## src/rtl/ram_rd_stream.sv

```systemverilog
// ram_rd_stream: burst read engine in front of a dual-port RAM read port.
// Issues one read per cycle while FIFO space is guaranteed, captures the
// returned words into a small first-word fall-through FIFO and presents them
// as a valid/ready stream with a last marker and a done pulse.
module ram_rd_stream #(
  parameter int DATA_W = 64,
  parameter int ADDR_W = 12,
  parameter int FIFO_D = 4,
  parameter int RD_LAT = 1
) (
  input  logic              clk,
  input  logic              rst_n,
  input  logic              cmd_valid,
  output logic              cmd_ready,
  input  logic [ADDR_W-1:0] cmd_addr,
  input  logic [ADDR_W-1:0] cmd_len_m1,
  output logic              ram_read,
  output logic [ADDR_W-1:0] ram_rd_address,
  input  logic [DATA_W-1:0] ram_data_out,
  input  logic              ram_data_valid,
  output logic              m_valid,
  input  logic              m_ready,
  output logic [DATA_W-1:0] m_data,
  output logic              m_last,
  output logic              busy,
  output logic              done
);

  localparam int PTR_W = $clog2(FIFO_D);
  localparam int CNT_W = PTR_W + 1;
  localparam int LEN_W = ADDR_W + 1;
  localparam logic [CNT_W-1:0] DEPTH = CNT_W'(FIFO_D);

  typedef enum logic [1:0] {IDLE, ISSUE, DRAIN} state_t;

  state_t            state, state_nx;
  logic [ADDR_W-1:0] cur_addr;
  logic [LEN_W-1:0]  remaining, burst_len, ret_cnt;
  logic [CNT_W-1:0]  inflight, count;
  logic [PTR_W-1:0]  wr_ptr, rd_ptr;
  logic [DATA_W:0]   mem [FIFO_D];
  logic              cmd_fire, issue, capture, pop, push_last;

  assign cmd_fire  = cmd_valid & cmd_ready;
  // Credit: words already buffered plus words still on their way from the RAM
  // must leave room for one more, so a returning word always has a slot.
  assign issue     = (state == ISSUE) && ((count + inflight) < DEPTH);
  // Returns arriving with nothing outstanding are leftovers from an aborted burst.
  assign capture   = ram_data_valid && (inflight != '0);
  assign pop       = m_valid & m_ready;
  assign push_last = (ret_cnt + LEN_W'(1)) == burst_len;

  assign m_valid = (count != '0);
  assign m_data  = m_valid ? mem[rd_ptr][DATA_W-1:0] : '0;
  assign m_last  = m_valid & mem[rd_ptr][DATA_W];

  // State register
  always_ff @(posedge clk) begin
    if (!rst_n) state <= IDLE;
    else        state <= state_nx;
  end

  // Next-state decode and control outputs
  always_comb begin
    state_nx  = state;
    cmd_ready = 1'b0;
    busy      = 1'b1;
    done      = 1'b0;
    case (state)
      IDLE: begin
        cmd_ready = 1'b1;
        busy      = 1'b0;
        if (cmd_valid) state_nx = ISSUE;
      end
      ISSUE: begin
        if (issue && (remaining == LEN_W'(1))) state_nx = DRAIN;
      end
      DRAIN: begin
        if ((inflight == '0) && (count == '0) && (ret_cnt == burst_len)) begin
          done     = 1'b1;
          state_nx = IDLE;
        end
      end
      default: state_nx = IDLE;
    endcase
  end

  // Burst bookkeeping, registered RAM read port and FIFO occupancy
  always_ff @(posedge clk) begin
    if (!rst_n) begin
      cur_addr       <= '0;
      remaining      <= '0;
      burst_len      <= '0;
      ret_cnt        <= '0;
      ram_read       <= 1'b0;
      ram_rd_address <= '0;
      inflight       <= '0;
      count          <= '0;
      wr_ptr         <= '0;
      rd_ptr         <= '0;
    end else begin
      ram_read <= issue;
      if (cmd_fire) begin
        cur_addr  <= cmd_addr;
        remaining <= {1'b0, cmd_len_m1} + LEN_W'(1);
        burst_len <= {1'b0, cmd_len_m1} + LEN_W'(1);
        ret_cnt   <= '0;
      end else begin
        if (issue) begin
          ram_rd_address <= cur_addr;
          cur_addr       <= cur_addr + ADDR_W'(1);
          remaining      <= remaining - LEN_W'(1);
        end
        if (capture) ret_cnt <= ret_cnt + LEN_W'(1);
      end
      case ({issue, capture})
        2'b10:   inflight <= inflight + CNT_W'(1);
        2'b01:   inflight <= inflight - CNT_W'(1);
        default: inflight <= inflight;
      endcase
      case ({capture, pop})
        2'b10:   count <= count + CNT_W'(1);
        2'b01:   count <= count - CNT_W'(1);
        default: count <= count;
      endcase
      if (capture) wr_ptr <= wr_ptr + PTR_W'(1);
      if (pop)     rd_ptr <= rd_ptr + PTR_W'(1);
    end
  end

  // FIFO storage; the last flag rides alongside each word
  always_ff @(posedge clk) begin
    if (capture) mem[wr_ptr] <= {push_last, ram_data_out};
  end

  // A push into a full FIFO without a simultaneous pop would lose a word.
  a_no_overflow: assert property (@(posedge clk) disable iff (!rst_n)
    !(capture && (count == DEPTH) && !pop));

  // The RAM returns data a fixed number of cycles after sampling a read.
  a_rd_latency: assert property (@(posedge clk) disable iff (!rst_n)
    ram_read |-> ##RD_LAT ram_data_valid);

endmodule
```

## config.mk

```make
export PLATFORM = sky130hd
export DESIGN_NAME = ram_rd_stream
export DESIGN_NICKNAME = d
export VERILOG_FILES = /design/src/rtl/ram_rd_stream.sv
export SDC_FILE = /design/constraint.sdc
export NUM_CORES = 1
export LEC_CHECK = 0
export ABC_CLOCK_PERIOD_IN_PS = 8200
export BUFFER_PORTS_ARGS = -buffer_cell sky130_fd_sc_hd__buf_4
export CORE_MARGIN = 4
export CORE_UTILIZATION = 45
export DETAILED_ROUTE_END_ITERATION = 7
export REMOVE_ABC_BUFFERS = 1
export SYNTH_ARGS = -nofsm -noshare
export SYNTH_HDL_FRONTEND = slang
export SYNTH_SLANG_ARGS = --single-unit
```

## constraint.sdc

```tcl
create_clock -name clk -period 8.2 [get_ports clk]
set_input_delay 0.41 -clock clk [delete_from_list [all_inputs] [get_ports clk]]
set_output_delay 0.41 -clock clk [all_outputs]
set_load 0.01 [all_outputs]
```

Word-level counts from Yosys, hierarchy flattened
Memories as Yosys holds them, arrays and structs flattened. A register that Yosys moved wholly into a read port is not among the register bits.
Index checks and enable logic that the tools add are counted.

word-level totals
  register bits = 76
  memory bits (writable) = 260
  bits of input ports = 93
  output and inout bits = 82
  logic and storage cells = 76
  memories kept = 1

cells by class
  $add $sub $neg = 11
  order comparisons = 1
  equality and inequality tests = 12
  muxes and demuxes = 19
  bitwise gates (word level) = 5
  reduce and logical (&&, ||, !) cells = 16

memories
  name  words  bits a word  read ports  clocked after memory_dff  wr ports  line  RTL
  mem   4      65           1           1                         1         41    logic [DATA_W:0] mem [FIFO_D];

operators with widths
  cell                     number
  $mux W64                 1
  $eq A13 B13 Y1           2
  $mux W13                 2
  $mux W12                 2
  $add A12 B1 Y13 const B  1
  $add A13 B1 Y13 const B  1
  $eq A13 B1 Y1 const B    1
  $sub A13 B1 Y13 const B  1
  $add A12 B1 Y12 const B  1
  $pmux W3 S2              2
  $mux W2                  5
  $add A3 B1 Y3 const B    2
  $eq A2 B1 Y1 const B     3
  $eq A2 B2 Y1 const B     3
  $logic_not A3 Y1         2
  $mux W1                  6
  $pmux W2 S3              1
  $reduce_bool A2 Y1       3
  $reduce_bool A3 Y1       2
  $sub A3 B1 Y3 const B    2
  $logic_and A1 B1 Y1      5
  $add A2 B1 Y2 const B    2
  $ne A2 B2 Y1 const B     2
  $add A3 B3 Y3            1
  8 further kinds          11

Logic depth before layout (Yosys ltp)
Gate-level depths: netlist of run 1.

  depth after elaboration = 6
  mapped depth = 12
  mapped depth without buffers = 11

Worst setup path before layout of run 1
OpenSTA, ideal clock, no wires.

  path type = reg2reg
  start point = register inflight[1]
  end point = register inflight[2]
  library setup time = 0.070 ns
  data arrival time = 2.856 ns
  data required time = 8.130 ns
  slack = 5.273 ns
  cell stages (with the launch flop) = 13
  buffers on the path = 1
  period minus slack after synthesis = 2.927 ns
  cells stage by stage = dfxtp_1 > ha_1 > a31oi_2 > xor2_4 > nor2_8 > inv_2 > buf_2 > ha_1 > inv_1 > fa_1 > xor2_1 > or3_1 > a21oi_1

between the ends
  cells in the longest elaborated chain, start to end = 5
  elaborated cells between the ends (all ways) = 11
  classes of those cells = add/sub: 3; order compare: 1; eq/ne: 2; mux: 1; reduce/logical: 4

ends and longest elaborated chain
  element                                            line  RTL
  start: declaration                                 39    logic [CNT_W-1:0] inflight, count;
  start signal: assignment                           117   2'b10: inflight <= inflight + CNT_W'(1);
  start signal: assignment                           118   2'b01: inflight <= inflight - CNT_W'(1);
  start signal: assignment                           119   default: inflight <= inflight;
  $add A3 B3 Y3                                      47    assign issue = (state == ISSUE) && ((count + inflight) < DEPTH);
  $lt A3 B3 Y1                                       47
  $logic_and A1 B1 Y1                                47
  $eq A2 B1 Y1 or $eq A2 B2 Y1 (tied branches)       116   case ({issue, capture})
  $pmux W3 S2 or $reduce_bool A2 Y1 (tied branches)  --

Parallel ways exist; a longest one is shown, timed or not.
A chain may end at the register's enable or synchronous reset.

==> reports/metrics.yaml, run 1 <==
status:
  run_status: "complete, no violations"
cts:
  clkLatencyLatePin_ns: 0.51
  clock_tree_from_tritoncts: "built"
  clk_transition_reported_paths_ns: 0.06
  clockBufferDepth: 3
  cts.root.buffer_cell: "sky130_fd_sc_hd__clkbuf_16"
  clock_sink_count: 338
  post_cts.repair.setup_buffers: 0
  cts_repair_resize_count: 0
  number_of_clock_buffers_inserted_by_tritoncts: 37
  cts_hold_repair.buffers: 0
  htreeDepth: 2
critical_path:
  worstPathArrival_ns: 2.98
  crit_path_max_fanout: 46
  timing.critical_path.cells: "buf_4, mux4_2, and2_1, buf_4"
  crit_path_end_kind: "primary output"
  rr_worst_depth: 11
  top_cell_by_count_worst_path: "sky130_fd_sc_hd__buf_4"
  setup.worst_path.class: "flop to primary output"
  slowest_stage: "sky130_fd_sc_hd__buf_4"
  setup.worst_path.end: "m_data[9]"
  cp.required_ns: 7.79
  timing.critical_path.slowest_cell_delay_ns: 0.81
  rr_startpoint: "inflight[1]"
  regToRegEndpoint: "inflight[2]"
  startpoint_type: "flop"
  r2r_setup_slack_ns: 4.86
place:
  portbufs: 174
  post-dp-hpwl_um: 18000
  gp_routability_congestion: 0.809
  detailed_place.area_um2: 15700
timing:
  setup_viol: 0
  min_period_ns: 3.39
  fin_setup_tns_ns: 0
  finalHoldViolCount: 0
  timing.fmax_mhz: 295
  relative_max_transition_margin_pct: 32.0
  skew_ns: 0.0192
  timing_worst_slew_pin_value_ns: 1.02
  grt_setup_unrepaired: "false"
  layout_worst_path_cycle_share_pct: 41.4
  maxSlewViolCount: 0
finish:
  finish.net_count: 1221
  layout.cells.most_common_list: "sky130_fd_sc_hd__edfxtp_1, sky130_fd_sc_hd__buf_4, sky130_fd_sc_hd__dfxtp_1"
  layout.core_utilization_pct: 55.3
  layout.cell_area.non_filler_um2: 17000
  insertedDiodeCount: 0
  n_fill_cell: 2507
  layout-drive-gt1-share_pct: 28.7
  final_common_cell: "sky130_fd_sc_hd__edfxtp_1"
  area_growth_from_synthesis_to_layout_pct: 20.8
power:
  power_density_nw_per_um2: 298
  irDropWorstVdd_v: 0.000151
  static-leakage-power_uw: 0.00587
detailed_routing:
  route.detailed.vias_per_inst: 5.36
  ant_nets: 0
  routed_wl_um: 29500
  drc: 0
  drt_pass1_iterations: 5
  via_count: 8239
  drt_iter0_markers: 576
  detail_route.wl_per_cell_um: 19.2
floorplan:
  die_area_um2: 34200
  die_height_um: 185
  total_number_of_placement_rows: 64
  placeableCoreArea_um2: 30700
  floorplan.io_pins: 175
  floorplan.initialDensity_pct: 45.8
  die-width_um: 185
global_routing:
  antenna_found_initial: 1
  all_layer_global_routing_usage_pct: 17.2
  pin_count_of_the_biggest_net_entering_global_routing: 68
  grt_pass1_wl_um: 46400
  grt_pass1_vias: 8546
  grt_overflow: 0
synthesis:
  synth-warning-count: 0
  post_synth.cell_area_avg_um2: 14.9
  synth-edff-count: 260
  syn_area_um2: 14100
  synthesis.instances: 947
  postSynth.asyncResetShare_pct: 0
  synth.yosys.seq_area_share_pct: 66.5
  ys_dominant_reg_cell: "sky130_fd_sc_hd__edfxtp_1"
  post_synthesis_sequential_element_count: 338
  number_of_distinct_library_cells_after_synthesis: 63
hold_path:
  class_of_the_worst_hold_path: "input port to flop"
run:
  max_cap_viol: 0
==> worst min-delay path by stage <==
stage / from / to / slack [ns] / cells after the start
floorplan: cur_addr[11] / ram_rd_address[11] / 0.44 / 2
global placement: ram_rd_address[4] / ram_rd_address[4] / 0.45 / 2
detailed placement: ram_rd_address[6] / ram_rd_address[6] / 0.45 / 2
CTS: ram_data_out[7] / mem[0][7] / 0.07 / 1
global route: ram_data_out[40] / mem[0][40] / 0.07 / 1
finish: ram_data_out[40] / mem[0][40] / 0.09 / 1
==> report_power, final <==
part           switching (uW)  internal (uW)  leakage, uW
combinational             631            597      0.00226
sequential               94.7           2030      0.00299
clock                     651           1060     0.000624
total                    1380           3690      0.00587
==> cell families after synthesis <==
logic type | count (synthesis) | synth area share, %
fa+ha+maj | 14 | 1.35
buf+inv | 75 | 2.12
xor+xnor | 62 | 4.20
mux | 66 | 10.5
compound gates | 112 | 4.84
flops | 338 | 66.5
simple gates | 280 | 10.5
==> cell type report <==
type	count	area [um2]	share of cell area [%]
well taps	396	495	2.91
flip-flops and latches	338	9370	55.1
clock buffers	45	998	5.87
clock inverters	22	280	1.65
inverters	24	90.1	0.530
repair buffers	179	1340	7.90
multi-input cells	534	4420	26.0
==> state kept, by name, summed over array words and instances (netlist names), named ones only <==
register	flops
ram_rd_address	12
ram_read	1
count	3
rd_ptr	2
state	2
burst_len	13
remaining	13
inflight	3
ret_cnt	13
cur_addr	12
wr_ptr	2
mem	260
==> routing by layer <==
layer / vias to the layer above / GRT usage (%) / wire length, um
met5: - / 0 / 13
met4: 2 / 4.37 / 547
met3: 40 / 3.08 / 1690
met2: 213 / 28.9 / 14400
met1: 4081 / 23.4 / 12900
li1: 3903 / - / -
==> synth_stat cells, types with 9 or more instances <==
master	count	area, um2
sky130_fd_sc_hd__a21oi_1	50	250
sky130_fd_sc_hd__nand2_1	65	244
sky130_fd_sc_hd__xor2_1	27	236
sky130_fd_sc_hd__edfxtp_1	260	7810
sky130_fd_sc_hd__dfxtp_1	78	1560
sky130_fd_sc_hd__nor3_1	11	55.1
sky130_fd_sc_hd__nor4_1	9	56.3
sky130_fd_sc_hd__nand3_1	23	115
sky130_fd_sc_hd__ha_1	12	150
sky130_fd_sc_hd__nand4_1	12	75.1
sky130_fd_sc_hd__and2_1	73	457
sky130_fd_sc_hd__mux4_2	65	1460
sky130_fd_sc_hd__nor2_1	53	199
sky130_fd_sc_hd__o21ai_0	25	125
sky130_fd_sc_hd__clkbuf_1	38	143
sky130_fd_sc_hd__xnor2_1	31	272
sky130_fd_sc_hd__inv_1	21	78.8
==> metrics by stage <==
step	hold WS [ns]	instances	setup slack [ns]	total power (uW)
after global placement	0.450	1471	4.96	3410
after CTS	0.0729	1538	4.69	5150
final	0.0944	1538	4.81	5070
after detailed placement	0.448	1471	4.89	3420
after floorplan	0.444	896	4.19	2910
after global routing	0.0741	1538	4.54	5340
==> critical path: cells and delay by family, from the launching register on <==
family                 cells  cell delay, ns
flip-flops                 1            0.60
buffers and inverters      2            0.97
AND/OR/NAND/NOR            1            0.23
multiplexers               1            0.61
(Power assumes the default switching activity.)
==> run 2, diff against run 1 <==
Settings changed: ABC_AREA set to 1, ABC_CLOCK_PERIOD_IN_PS 8200 to 3100, PLACE_DENSITY set to 0.67.
Clock period 8.2 ns to 3.1 ns, I/O delays scaled along.
==> run 2 against run 1 <==
Compared with the run above:
- register-to-register slack worse by 4.2 ns
- flip-flop and latch count stayed put
- sequential share of layout area is 3.9 points lower
- via count is 34% higher
- sequential power grew to 2.7 times the previous value
- count of clock-buffer cells in the layout is 3 lower
- critical path type is now flop to flop
- largest power group unchanged
==> reports/metrics.yaml, run 2 <==
finish:
  layout.core_utilization_pct: 57.4  # was 55.3%
  n_fill_cell: 2757  # was 2507
  area_growth_from_synthesis_to_layout_pct: 24.7  # was 20.8%
  layout.cells.most_common_list: "sky130_fd_sc_hd__nor2_1, sky130_fd_sc_hd__edfxtp_1, sky130_fd_sc_hd__o21ai_0"  # was sky130_fd_sc_hd__edfxtp_1, sky130_fd_sc_hd__buf_4, sky130_fd_sc_hd__dfxtp_1
  multi_input_area_um2: 4660  # was 4420 um2
  sequential_cell_area_um2: 9370  # unchanged
  final_cell_count_no_fill: 2160  # was 1538
  finish.net_count: 1802  # was 1221
  layout-drive-gt1-share_pct: 16.8  # was 28.7%
  final_common_cell: "sky130_fd_sc_hd__nor2_1"  # was sky130_fd_sc_hd__edfxtp_1
  largest_register: "mem"  # unchanged
  largest_register_ffs: 260  # unchanged
critical_path:
  cp.required_ns: 3.48  # was 7.79 ns
  timing.critical_path.slowest_cell_delay_ns: 0.39  # was 0.81 ns
  r2r_setup_slack_ns: 0.65  # was 4.86 ns
  crit_path_max_fanout: 18  # was 46
  slowest_stage: "sky130_fd_sc_hd__fa_1"  # was sky130_fd_sc_hd__buf_4
  path_buf_inv: 2  # unchanged
  timing.critical_path.cells: "nor3_2, nor2_4, inv_2, ha_1, inv_1, fa_1, a21oi_1, o21ai_0, o21ai_0, a21oi_1"  # was buf_4, mux4_2, and2_1, buf_4
  worst_path_dominant_cell_family: "adder cells"  # was buffers and inverters
  startpoint_type: "flop"  # unchanged
  crit_path_end_kind: "flop"  # was primary output
  setup.worst_path.class: "flop to flop"  # was flop to primary output
  worstPathArrival_ns: 2.83  # was 2.98 ns
cts:
  clkLatencyLatePin_ns: 0.51  # about the same
  cts_repair_resize_count: 0  # unchanged
  clock_tree_from_tritoncts: "built"  # unchanged
  cts.root.buffer_cell: "sky130_fd_sc_hd__clkbuf_16"  # unchanged
  htreeDepth: 2  # unchanged
  clk_transition_reported_paths_ns: 0.06  # about the same
  clockBufferDepth: 3  # unchanged
  number_of_clock_buffers_inserted_by_tritoncts: 36  # was 37
  clock_sink_count: 338  # unchanged
power:
  intPower_uw: 9520  # was 3690 uW
  p_switching_uw: 4810  # was 1380 uW
  static-leakage-power_uw: 0.00705  # was 0.00587 uW
  power_density_nw_per_um2: 783  # was 298 nW/um2
  comb_power_share_pct: 32.2  # was 24.2%
  share_seq_of_total_power_pct: 40.4  # was 42.0%
  power_uw: 14300  # was 5070 uW
  proportion_of_power_drawn_by_the_clock_network_pct: 27.3  # was 33.8%
  irDropWorstVdd_v: 0.000384  # was 0.000151 V
  switching_share_pct: 33.6  # was 27.2%
global_routing:
  antenna_found_initial: 2  # was 1
  pin_count_of_the_biggest_net_entering_global_routing: 131  # was 68
  all_layer_global_routing_usage_pct: 19.2  # was 17.2%
  grt_pass1_wl_um: 56100  # was 46400 um
  grt_pass1_vias: 10719  # was 8546
  grt_overflow: 0  # unchanged
synthesis:
  post_synthesis_sequential_element_count: 338  # unchanged
  ys_dominant_reg_cell: "sky130_fd_sc_hd__edfxtp_1"  # unchanged
  synthTopCellsByCount: "sky130_fd_sc_hd__nor2_1, sky130_fd_sc_hd__edfxtp_1, sky130_fd_sc_hd__o21ai_0, sky130_fd_sc_hd__nand2_1, sky130_fd_sc_hd__a21oi_1"  # was sky130_fd_sc_hd__edfxtp_1, sky130_fd_sc_hd__dfxtp_1, sky130_fd_sc_hd__and2_1, sky130_fd_sc_hd__mux4_2, sky130_fd_sc_hd__nand2_1
  yosysTopAreaCell: "sky130_fd_sc_hd__edfxtp_1"  # unchanged
  synthesis.instances: 1462  # was 947
  synth.yosys.seq_area_share_pct: 63.8  # was 66.5%
  post-synth-top-count-cell: "sky130_fd_sc_hd__nor2_1"  # was sky130_fd_sc_hd__edfxtp_1
  number_of_distinct_library_cells_after_synthesis: 48  # was 63
  syn_area_um2: 14700  # was 14100 um2
  synth-warning-count: 0  # unchanged
  postSynth.asyncResetShare_pct: 0  # unchanged
  yosys.area.top_type_share_pct: 53.2  # was 55.4%
  synth-edff-count: 260  # unchanged
  post_synth.cell_area_avg_um2: 10.0  # was 14.9 um2
  ys_top_cells_by_area: "sky130_fd_sc_hd__edfxtp_1, sky130_fd_sc_hd__dfxtp_1, sky130_fd_sc_hd__nor2_1"  # was sky130_fd_sc_hd__edfxtp_1, sky130_fd_sc_hd__dfxtp_1, sky130_fd_sc_hd__mux4_2
hold_path:
  class_of_the_worst_hold_path: "input port to flop"  # unchanged
timing:
  timing.fmax_mhz: 408
  layout_worst_path_cycle_share_pct: 79.1
  min_period_ns: 2.45
  relative_max_transition_margin_pct: 42.3  # was 32.0%
  setup_viol: 0  # unchanged
  finalHoldViolCount: 0  # unchanged
  maxSlewViolCount: 0  # unchanged
  timing.final.ws_setup_ns: 0.647  # was 4.81 ns
  grt_setup_unrepaired: "false"  # unchanged
  timing_worst_slew_pin_value_ns: 0.866  # was 1.02 ns
  skew_ns: 0.0136  # was 0.0192 ns
floorplan:
  die_height_um: 189  # was 185 um
  die-width_um: 189  # was 185 um
  total_number_of_placement_rows: 65  # was 64
  floorplan.io_pins: 175  # unchanged
  die_area_um2: 35600  # was 34200 um2
  floorplan.initialDensity_pct: 46.0  # was 45.8%
  placeableCoreArea_um2: 31900  # was 30700 um2
place:
  post-dp-hpwl_um: 21500  # was 18000 um
  gp_routability_congestion: 0.874  # was 0.809
  portbufs: 174  # unchanged
  placement.setup.worst_slack_ns: 0.670  # was 4.89 ns
  post-place-cells: 2019  # was 1471
detailed_routing:
  routed_wl_um: 35200  # was 29500 um
  detail_route.wl_per_cell_um: 16.3  # was 19.2 um
  drt_pass1_iterations: 5  # unchanged
  route.detailed.vias_per_inst: 5.09  # was 5.36
  drt_iter0_markers: 688  # was 576
  via_count: 11001  # was 8239
  drc: 0  # unchanged
  ant_nets: 0  # unchanged
run:
  max_cap_viol: 0  # unchanged
status:
  run_status: "complete, no violations"  # unchanged
## run 2: power groups by stage
stage	Combinational, uW	Sequential (uW)	Clock, uW
after floorplan	2390	6000	0
after global placement	4520	5870	0
after detailed placement	4580	5890	0
after CTS	4680	5800	4010
after global routing	5120	5850	4190
final	4620	5800	3910
## run 2: what timing repair did
item / CTS / global route
setup buffers: 0 / 0
hold buffers: 73 / 0
endpoints found under the hold margin: 265 / 0
## run 2: final cells by class
cell class	count	area share (%)
flip-flops and latches	338	51.2
multi-input cells	966	25.5
repair buffers	265	12.5
clock buffers	42	5.28
well taps	435	2.97
inverters	88	1.87
clock inverters	24	0.670
diodes	2	0.0273
## run 2: cell families (layout without fill, tap and decap cells)
group | count (synthesis) | in the layout | synth area share, %
AOI/OAI and AO/OA | 320 | 320 | 11.3
xor gates and xnor gates | 20 | 20 | 1.19
adders and majority gates | 14 | 14 | 1.30
buffers and inverters | 158 | 419 | 4.59
DFF | 338 | 338 | 63.8
other | 0 | 2 | 0
and+or+nand+nor | 612 | 612 | 17.8
## run 2: per-stage QoR
| stage | hold WS, ns | TNS [ns] | cell area, um2 |
|---|---|---|---|
| floorplan | 0.254 | -341.24 | 14300 |
| global placement | 0.357 | 0 | 16500 |
| detailed placement | 0.359 | 0 | 16500 |
| CTS | 0.00221 | 0 | 18300 |
| global route | 0.0323 | 0 | 18300 |
| finish | 0.0175 | 0 | 18300 |
## run 2: final timing paths
kind / depth (start not counted) / end / from
worst min register to register: 2 / flop / rd_ptr[1]
worst max register to register: 10 / count[2] / inflight[0]
worst max-delay path: 10 / count[2] / inflight[0]
worst min-delay path: 4 / flop / m_ready
## run 2: metal layers
metal / vias up / track usage [%] / routed length (um)
li1: 5466 / - / -
met1: 5193 / 25.5 / 15500
met2: 298 / 33.2 / 17100
met3: 44 / 3.52 / 2020
met4: 0 / 4.26 / 551
met5: - / 0 / 0
## run 2: tightest hold or removal path: stages
cell and delay (ns):
sky130_fd_sc_hd__buf_4 0.08, sky130_fd_sc_hd__nand2_1 0.04, sky130_fd_sc_hd__inv_1 0.11, sky130_fd_sc_hd__a21oi_1 0.08
